## config.mk

```make
export PLATFORM = sky130hd
export DESIGN_NAME = wakeup_irq_ctrl
export DESIGN_NICKNAME = d
export VERILOG_FILES = /design/src/rtl/wakeup_irq_ctrl.sv
export SDC_FILE = /design/constraint.sdc
export NUM_CORES = 1
export LEC_CHECK = 0
export CORE_ASPECT_RATIO = 0.5
export CORE_UTILIZATION = 41
export DETAILED_ROUTE_END_ITERATION = 10
export PLACE_DENSITY = 0.82
export SYNTH_ARGS = -nofsm -noshare
export SYNTH_HDL_FRONTEND = slang
export SYNTH_SLANG_ARGS = --single-unit
```

## constraint.sdc

```tcl
create_clock -name clk -period 1.7 [get_ports clk]
set_clock_uncertainty 0.1 [all_clocks]
set_input_delay 0.34 -clock clk [delete_from_list [all_inputs] [get_ports clk]]
set_output_delay 0.34 -clock clk [all_outputs]
set_load 0.02 [all_outputs]
```

## src/rtl/wakeup_irq_ctrl.sv

```systemverilog
// Wakeup/interrupt controller for the 20-bit timer counter: drives en/clr, detects
// match or wakeup events and raises a level irq with ack handshake and miss counting.
module wakeup_irq_ctrl #(
  parameter int unsigned CNT_W  = 20,
  parameter int unsigned MISS_W = 4
) (
  input  logic              clk,
  input  logic              rst_n,
  input  logic              cfg_en,
  input  logic              cfg_mode,
  input  logic              cmp_we,
  input  logic [CNT_W-1:0]  cmp_val,
  input  logic [CNT_W-1:0]  cnt_val,
  input  logic              cnt_wakeup,
  output logic              cnt_en,
  output logic              cnt_clr,
  output logic              irq,
  input  logic              irq_ack,
  output logic [MISS_W-1:0] miss_cnt,
  output logic              busy
);

  typedef enum logic [1:0] {
    ST_IDLE,
    ST_ARMED,
    ST_FIRE,
    ST_WAIT_ACK
  } state_t;

  localparam logic [MISS_W-1:0] MISS_MAX = '1;

  state_t            state;
  state_t            state_nxt;
  logic [CNT_W-1:0]  cmp_reg;
  logic [MISS_W-1:0] miss_nxt;
  logic              irq_nxt;
  logic              cnt_en_nxt;
  logic              cnt_clr_nxt;
  logic              busy_nxt;
  logic              evt;

  // Events only count while the counter is actually running.
  assign evt = cnt_en & ((cnt_val == cmp_reg) | cnt_wakeup);

  // Match value; a zero write would make ARMED unreachable, so it is dropped.
  always_ff @(posedge clk or negedge rst_n) begin
    if (!rst_n) begin
      cmp_reg <= '0;
    end else if (cmp_we && (cmp_val != '0)) begin
      cmp_reg <= cmp_val;
    end
  end

  always_ff @(posedge clk or negedge rst_n) begin
    if (!rst_n) begin
      state    <= ST_IDLE;
      miss_cnt <= '0;
      irq      <= 1'b0;
      cnt_en   <= 1'b0;
      cnt_clr  <= 1'b1;
      busy     <= 1'b0;
    end else begin
      state    <= state_nxt;
      miss_cnt <= miss_nxt;
      irq      <= irq_nxt;
      cnt_en   <= cnt_en_nxt;
      cnt_clr  <= cnt_clr_nxt;
      busy     <= busy_nxt;
    end
  end

  // Next state, miss counter and the output values for the next state.
  always_comb begin
    state_nxt   = state;
    miss_nxt    = miss_cnt;
    irq_nxt     = 1'b0;
    cnt_en_nxt  = 1'b0;
    cnt_clr_nxt = 1'b1;
    busy_nxt    = 1'b0;

    if (!cfg_en) begin
      state_nxt = ST_IDLE;
    end else begin
      case (state)
        ST_IDLE: begin
          if (cmp_reg != '0) begin
            state_nxt = ST_ARMED;
          end
        end
        ST_ARMED: begin
          if (evt) begin
            state_nxt = ST_FIRE;
          end
        end
        ST_FIRE: begin
          state_nxt = ST_WAIT_ACK;
        end
        ST_WAIT_ACK: begin
          if (irq_ack) begin
            miss_nxt = '0;
            if (evt) begin
              state_nxt = ST_FIRE;
            end else if (cfg_mode) begin
              state_nxt = ST_ARMED;
            end else begin
              state_nxt = ST_IDLE;
            end
          end else if (evt && (miss_cnt != MISS_MAX)) begin
            miss_nxt = miss_cnt + MISS_W'(1);
          end
        end
        default: begin
          state_nxt = ST_IDLE;
        end
      endcase
    end

    case (state_nxt)
      ST_ARMED: begin
        cnt_en_nxt  = 1'b1;
        cnt_clr_nxt = 1'b0;
        busy_nxt    = 1'b1;
      end
      ST_FIRE: begin
        irq_nxt     = 1'b1;
        cnt_en_nxt  = cfg_mode;
        cnt_clr_nxt = 1'b1;
        busy_nxt    = 1'b1;
      end
      ST_WAIT_ACK: begin
        irq_nxt     = 1'b1;
        cnt_en_nxt  = cfg_mode;
        cnt_clr_nxt = 1'b0;
        busy_nxt    = 1'b1;
      end
      default: begin
        irq_nxt     = 1'b0;
        cnt_en_nxt  = 1'b0;
        cnt_clr_nxt = 1'b1;
        busy_nxt    = 1'b0;
      end
    endcase
  end

endmodule

```

# --- After elaboration in Yosys (flattened, before gate mapping) ---
# Index checks and enable logic that the tools add are counted.
# Widths: inputs -> output; s select.
classes:
  n_eq_ne: 8
  reduce_logical: 10
  n_mux: 13
  addsub: 1
  n_bitwise: 2
op_table:
  columns: ["op", "n"]
  rows:
  - ["$reduce_bool 20->1", 2]
  - ["$eq 20x20->1", 1]
  - ["$mux 2", 5]
  - ["$eq 2x2->1 const B", 4]
  - ["$mux 4", 2]
  - ["$pmux 2 s4", 1]
  - ["$add 4x1->4 const B", 1]
  - ["$eq 2x1->1 const B", 2]
  - ["$mux 1", 4]
  - ["$ne 4x4->1 const B", 1]
  - ["$reduce_or 2->1", 2]
  - ["$reduce_and 3->1", 1]
  - ["$reduce_or 3->1", 1]
  - ["$logic_and 1x1->1", 2]
  - ["$logic_not 2->1", 1]
  - ["$pmux 1 s2", 1]
  - ["$reduce_bool 2->1", 1]
  - ["$and 1x1->1", 1]
  - ["$or 1x1->1", 1]
totals:
  reg_bits: 30
  in_bits: 47
  out_inout_bits: 8
  word_cells: 41

# --- Longest topological paths before layout ---
# Gate-level depths: netlist (run 1).
depth:
  word_depth: 10
  mapped_depth: 7
  ltp_nobuf: 6

# --- Worst setup path after synthesis (run 1) ---
# OpenSTA, ideal clock, no wires.
synth_path:
  kind: "reg-to-reg"
  start: "register cmp_reg[7]"
  end: "register busy"
  arrival_time_ps: 1567
  required_time_ps: 1454
  period_less_slack_ps: 1813
  path_stages_with_launch: 6
  n_path_buf: 0
  setup_ps: 146
  setup_slack_ps: -113
  path_cell_list: "dfrtp_1 -> or4_4 -> o41ai_4 -> a41oi_2 -> mux2i_1 -> o221ai_1"
synth_via:
  elab_chain_len: 10
  word_cells_on_any_way: 15
  classes_between: "eq/ne (4); mux (7); bitwise (2); reduce/logical (2)"
synth_lines:
  columns: ["item", "line_no", "rtl"]
  rows:
  - ["start, declared", "34", "logic [CNT_W-1:0] cmp_reg;"]
  - ["start signal, assigned", "50", "cmp_reg <= cmp_val;"]
  - ["$eq 20x20->1", "43", "assign evt = cnt_en & ((cnt_val == cmp_reg) | cnt_wakeup);"]
  - ["$or 1x1->1", "43", null]
  - ["$and 1x1->1", "43", null]
  - ["$mux 2", "101", "if (evt) begin"]
  - ["$mux 2", "99", "if (irq_ack) begin"]
  - ["$pmux 2 s4 *", "84", "case (state)"]
  - ["$mux 2 *", "81", "if (!cfg_en) begin"]
  - ["$eq 2x2->1 / $eq 2x1->1 (equally long branches)", "118", "case (state_nxt)"]
  - ["$reduce_or 3->1 (no line) *", null, null]
  - ["$mux 1 *", "118", null]
  - ["via busy_nxt", "39", "logic busy_nxt;"]
  - ["end signal, assigned", "68", "busy <= busy_nxt;"]
  - ["end, declared", "20", "output logic busy"]
# Mark *: on every way through the listed nets, which the timed path passes. The rest lies on a longest branch.
# A chain may end at the register's enable or synchronous reset.

# --- Worst setup path in the final report (run 1) ---
layout_path:
  start: "register cmp_reg[8]"
  end: "register busy"
# Same word-level chain as after synthesis.

==> flow_summary.json, run 1 <==
{
  "instances_no_fill": 298,
  "drc": 0,
  "cp_data_required_time_ns": 1.75,
  "grt_overflow": 0,
  "antenna_found_initial": 0,
  "rrSetupSlack_ns": -0.32,
  "ctsHoldBuffers": 0,
  "grt_pass1_vias": 1572,
  "synth_top_family_by_area": "simple AND/OR/NAND/NOR gates",
  "numCtsBuffers": 5,
  "dp_cells": 276,
  "path_clk_slew_ns": 0.07,
  "grt_pass1_wl_um": 7520,
  "r2r_start": "cmp_reg[8]",
  "crit_chain": "buf_6 -> or4_4 -> o41ai_4 -> a41oi_2 -> mux2i_1 -> o221ai_1",
  "grt_max_degree": 31,
  "muxShareOfSynthArea": 0.0900,
  "chipWidth_um": 90.7,
  "wl_um": 5300,
  "area_growth_pct": 68.7,
  "setup_ws_ns": -0.321,
  "start_kind": "flop",
  "peakVddDrop_mv": 0.486,
  "yosys.area_share.simple": 0.195,
  "fin_setup_tns_ns": -2.30,
  "period_minus_slack_ns": 2.02,
  "setup_viol": 10,
  "ys_types": 37,
  "synth_compound_area_frac": 0.107,
  "hold_path_class": "input pin to flop",
  "synth.yosys.seq_area_share": 0.466,
  "antenna_left": 0,
  "power.density_nw_per_um2": 703,
  "synthesis.nets": 201,
  "post_drt_wl_per_cell_um": 17.8,
  "clockBufferDepth": 2,
  "cp_slowest_cell": "or4_4",
  "cp_max_fo": 2,
  "hold_viol": 0,
  "slowest_delay_ns": 0.56,
  "violations": "negative setup slack",
  "synth_adder_area_share": 0.00776,
  "drive_above_1_share": 0.372,
  "power_leakage_nw": 1.31,
  "htreeDepth": 2,
  "synthCells": 153,
  "final_cell_mix": "dfrtp_1, nand2_1, buf_4, dlygate4sd2_1",
  "rsz0062_at_grt": "true",
  "crit_family": "simple AND/OR/NAND/NOR gates",
  "rows": 15,
  "cts_tree": "yes",
  "core_area_um2": 3580,
  "cp.depth": 6,
  "die-area_um2": 4200,
  "holdWs_ns": 0.229,
  "reg2reg_to": "busy",
  "dp_hpwl_um": 3240,
  "min_period_over_period": 1.19,
  "ys_ff_latch": 30,
  "route.vias.total": 1620,
  "arrival_ns": 2.07,
  "numClockSinks": 30,
  "fin_nets": 294,
  "drtIter0Drc": 85,
  "ios": 55,
  "start_util": 0.450,
  "synth.avg_cell_area_um2": 10.5,
  "crit_start": "cmp_reg[8]",
  "dp_slack_ns": -0.598,
  "endpoint": "busy",
  "relSlewSlack": 0.712,
  "clkLatencyLatePin_ns": 0.29,
  "path_class": "flop to flop",
  "fin_total_pwr_mw": 1.91,
  "fmax_mhz": 495,
  "die_h_um": 46.4,
  "synth-xor-area-share": 0.109,
  "cts_root_buffer": "clkbuf_8",
  "largest_reg_flops": 20,
  "place.port_buffers": 54,
  "outcome": "finished with violations",
  "worstSetupEndpointType": "flop",
  "drv_cap": 0,
  "final_common_cell": "dfrtp_1",
  "slew_violations": 0,
  "grtUsageTotal": 0.240,
  "gp_congestion": 0.819,
  "first_pass_iters": 4,
  "path_buf_inv": 1,
  "reg2regPathDepth": 6,
  "synth_warnings": 0,
  "worst_pin_slew_ns": 0.428,
  "synth_area_um2": 1610,
  "n_antenna_cell": 0,
  "via_per_inst": 5.44
}
-- timing repair --
action / 4_1_cts / 5_1_grt
setup buffers: 7 / 6
pin swaps: 14 / 16
setup endpoints to repair: 28 / 27
gates cloned: 1 / 0
gates resized for setup: 53 / 40
-- worst min-delay path by stage --
stage                     startpoint    endpoint  slack (ns)  depth (start not counted)
after floorplan                rst_n        busy       -0.06                          0
after global placement    cmp_reg[3]  cmp_reg[3]        0.41                          2
after detailed placement  cmp_reg[0]  cmp_reg[0]        0.41                          2
after CTS                 cmp_val[1]  cmp_reg[1]        0.31                          3
after global routing      cmp_val[6]  cmp_reg[6]        0.22                          2
final                     cmp_val[9]  cmp_reg[9]        0.23                          2
-- cell families (layout without fill, tap and decap cells) --
family	Yosys count	in the layout
simple gates	61	61
flops	30	30
xor+xnor	20	20
compound gates	19	19
mux	13	13
buf+inv	9	103
fa+ha+maj	1	1
-- stage by stage --
step                 util  cell area, um^2
finish              0.759             2720
global placement    0.666             2390
floorplan               -             1630
global route        0.759             2720
detailed placement  0.666             2390
CTS                 0.727             2610
-- Yosys cell counts --
master    number  area (um^2)
mux2_2        12          135
a21boi_0       2         15.0
or2b_2         1         8.76
o221ai_1       1         8.76
o21ai_0        1         5.00
and3_1         3         18.8
buf_4          1         7.51
dfstp_2        1         26.3
xor2_1        19          166
o21a_1         2         15.0
o21ai_2        1         8.76
nand2_1       28          105
nand3_1        5         25.0
o41ai_4        1         27.5
mux2i_1        1         10.0
inv_1          3         11.3
a41o_1         1         10.0
dfrtp_1       29          726
or4_4          1         11.3
xnor2_1        1         8.76
nand4b_1       1         8.76
a221oi_2       1         15.0
o211ai_1       1         7.51
clkbuf_1       2         7.51
a21oi_1        3         15.0
a41oi_2        1         16.3
and2_2         2         15.0
a211o_1        1         8.76
nand4_1        2         12.5
buf_2          2         10.0
nor3_1         3         15.0
and2_1         2         12.5
ha_1           1         12.5
clkbuf_2       1         5.00
nor4_1        13         81.3
a31oi_1        2         12.5
a21o_1         1         7.51
-- power breakdown --
group / switching [mW] / internal, mW / total (mW)
Combinational: 0.205 / 0.269 / 0.474
Sequential: 0.0597 / 0.771 / 0.831
Clock: 0.282 / 0.326 / 0.609
Total: 0.547 / 1.37 / 1.91
-- layer usage --
| metal | vias up | track usage | part of all wire |
|---|---|---|---|
| li1 | 739 | - | - |
| met1 | 798 | 0.276 | 0.41 |
| met2 | 59 | 0.452 | 0.51 |
| met3 | 24 | 0.0578 | 0.038 |
| met4 | 0 | 0.100 | 0.040 |
| met5 | - | 0 | 0 |
-- final cells by class --
class / count / area, um^2
Multi-Input combinational cell: 114 / 962
Fill cell: 210 / 865
Timing Repair Buffer: 92 / 840
Sequential cell: 30 / 752
Clock buffer: 7 / 86.3
Tap cell: 51 / 63.8
Inverter: 3 / 11.3
Clock inverter: 1 / 5.00
Power figures use the tool's default switching activity.
==> run 2, diff against run 1 <==
Settings changed: CAP_MARGIN from default to 20.
==> results of run 2 <==
No change in the layout: final DEF, timing and power equal those of run 1.
==> run 3, diff against run 2 <==
Settings changed: CORE_UTILIZATION 41 to 42, CTS_BUF_LIST from default to sky130_fd_sc_hd__clkbuf_4 sky130_fd_sc_hd__clkbuf_8, GPL_TIMING_DRIVEN from default to 0, PLACE_DENSITY 0.82 to 0.84, SETUP_SLACK_MARGIN from default to 0.3.
==> flow_summary.json, run 3 (synthesis results as in run 1) <==
{
  "r2r_start": "cmp_reg[8]",
  "n_antenna_cell": 0,
  "grt_max_degree": 21,
  "pwr-share-clk": 0.321,
  "fin_setup_tns_ns": -2.00,
  "fillCellCount": 217,
  "ios": 55,
  "start_util": 0.455,
  "antenna_left": 0,
  "die-area_um2": 4110,
  "place.port_buffers": 53,
  "dp_hpwl_um": 3290,
  "min_to": "cmp_reg[4]",
  "cts_tree": "yes",
  "antenna_found_initial": 0,
  "worstSetupEndpointType": "flop",
  "slew_violations": 0,
  "crit_chain": "buf_6 -> xor2_2 -> nor4_2 -> nand3_1 -> o21ai_2 -> buf_6 -> mux2i_1 -> o221ai_1",
  "fin_total_pwr_mw": 1.90,
  "instances_no_fill": 283,
  "power_leakage_nw": 1.23,
  "grt_pass1_wl_um": 6930,
  "numClockSinks": 30,
  "route.vias.total": 1530,
  "dp_slack_ns": -0.811,
  "hold_path_class": "input pin to flop",
  "peakVddDrop_mv": 0.356,
  "via_per_inst": 5.41,
  "chipWidth_um": 89.6,
  "min_period_over_period": 1.16,
  "post_drt_wl_per_cell_um": 17.2,
  "rrSetupSlack_ns": -0.27,
  "cp_common_cell": "buf_6",
  "drive_above_1_share": 0.418,
  "path_class": "flop to flop",
  "final_cell_mix": "dfrtp_1, nand2_1, xor2_1, clkdlybuf4s50_1, buf_4",
  "first_pass_iters": 4,
  "clockBufferDepth": 2,
  "dp_cells": 258,
  "grt_pass1_vias": 1486,
  "cts_root_buffer": "clkbuf_8",
  "drtIter0Drc": 39,
  "path_clk_slew_ns": 0.06,
  "numCtsBuffers": 5,
  "fmax_mhz": 508,
  "grtUsageTotal": 0.235,
  "period_minus_slack_ns": 1.97,
  "power.density_nw_per_um2": 715,
  "ctsHoldBuffers": 0,
  "internal_power_mw": 1.37,
  "drv_cap": 0,
  "power_frac_seq": 0.444,
  "wl_um": 4870,
  "violations": "negative setup slack",
  "slowest_delay_ns": 0.41,
  "combPwrFrac": 0.234,
  "clkLatencyLatePin_ns": 0.28,
  "start_kind": "flop",
  "outcome": "finished with violations",
  "htreeDepth": 2,
  "gp_congestion": 0.786,
  "cp_slowest_cell": "dfrtp_1",
  "rsz0062_at_grt": "true",
  "setup_ws_ns": -0.267,
  "cp_max_fo": 6,
  "reg2regPathDepth": 8,
  "die_h_um": 45.8,
  "post-route-util": 0.750,
  "grt_overflow": 0,
  "final_common_cell": "dfrtp_1",
  "worstHoldStart": "cmp_val[4]",
  "placed_cell_area_um2": 2360,
  "cp_data_required_time_ns": 1.74,
  "fin_nets": 279,
  "core_area_um2": 3550,
  "reg2reg_to": "busy",
  "p_switching_mw": 0.535,
  "swShare": 0.281,
  "area_growth_pct": 65.0,
  "rows": 15,
  "drc": 0,
  "setup_viol": 10,
  "stdcell_area_um2": 2660,
  "hold_path_depth": 3,
  "hold_viol": 0,
  "holdWs_ns": 0.167,
  "worst_pin_slew_ns": 0.611,
  "arrival_ns": 2.01,
  "largest_reg_flops": 20,
  "relSlewSlack": 0.591
}
## run 3: changes by cell type in the layout (fill, tap and decap cells not counted), sizes merged
cell           delta
clkdlybuf4s15     +5
dlygate4sd2      -16
clkbuf            -1
buf               +1
dlymetal6s2s      -4
## run 3: area by class of cell
| class | count | area (um^2) | share of cell area |
|---|---|---|---|
| Inverter | 3 | 11.3 | 0.00423 |
| Timing Repair Buffer | 71 | 644 | 0.242 |
| Tap cell | 51 | 63.8 | 0.0240 |
| Buffer | 6 | 55.1 | 0.0207 |
| Clock buffer | 7 | 90.1 | 0.0339 |
| Clock inverter | 1 | 5.00 | 0.00188 |
| Sequential cell | 30 | 754 | 0.283 |
| Multi-Input combinational cell | 114 | 1040 | 0.390 |
## run 3: power groups by stage
| stage | logic, mW | registers, mW | clock network, mW |
|---|---|---|---|
| 2_1_floorplan | 0.180 | 0.837 | 0 |
| 6_report | 0.445 | 0.846 | 0.612 |
| 3_5_place_dp | 0.387 | 0.847 | 0 |
| 4_1_cts | 0.410 | 0.834 | 0.617 |
| 5_1_grt | 0.475 | 0.850 | 0.656 |
| 3_3_place_gp | 0.367 | 0.839 | 0 |
## run 3: worst max-delay path: cells and delay by family, from the launching register on
| family | cells | cell delay, ns |
|---|---|---|
| XOR/XNOR | 1 | 0.14 |
| multiplexers | 1 | 0.18 |
| buffers and inverters | 2 | 0.28 |
| AO/OA/AOI/OAI | 2 | 0.30 |
| AND/OR/NAND/NOR | 2 | 0.43 |
| flip-flops | 1 | 0.41 |
## run 3: repair_timing
| item | CTS | global route |
|---|---|---|
| resized for setup | 108 | 36 |
| pin swaps | 21 | 18 |
| cloned | 1 | 0 |
| endpoints found under the setup margin | 38 | 36 |
| setup buffers | 13 | 3 |
## run 3: how the worst max path moves through the flow
stage,startpoint,endpoint,slack [ns],depth (start not counted)
after global routing,cmp_reg[8],busy,-0.33,8
final,cmp_reg[8],busy,-0.27,8
after floorplan,state[0],busy,-0.04,7
after global placement,cnt_val[8],busy,-0.69,8
after CTS,cmp_reg[6],busy,-0.26,5
after detailed placement,cnt_val[8],busy,-0.81,8
## run 3: layer usage
layer,vias to the layer above,GRT usage,wire (um)
met3,8,0.0525,158
met2,35,0.429,2630
met1,782,0.284,2010
met5,-,0,0
li1,705,-,-
met4,0,0.0667,70
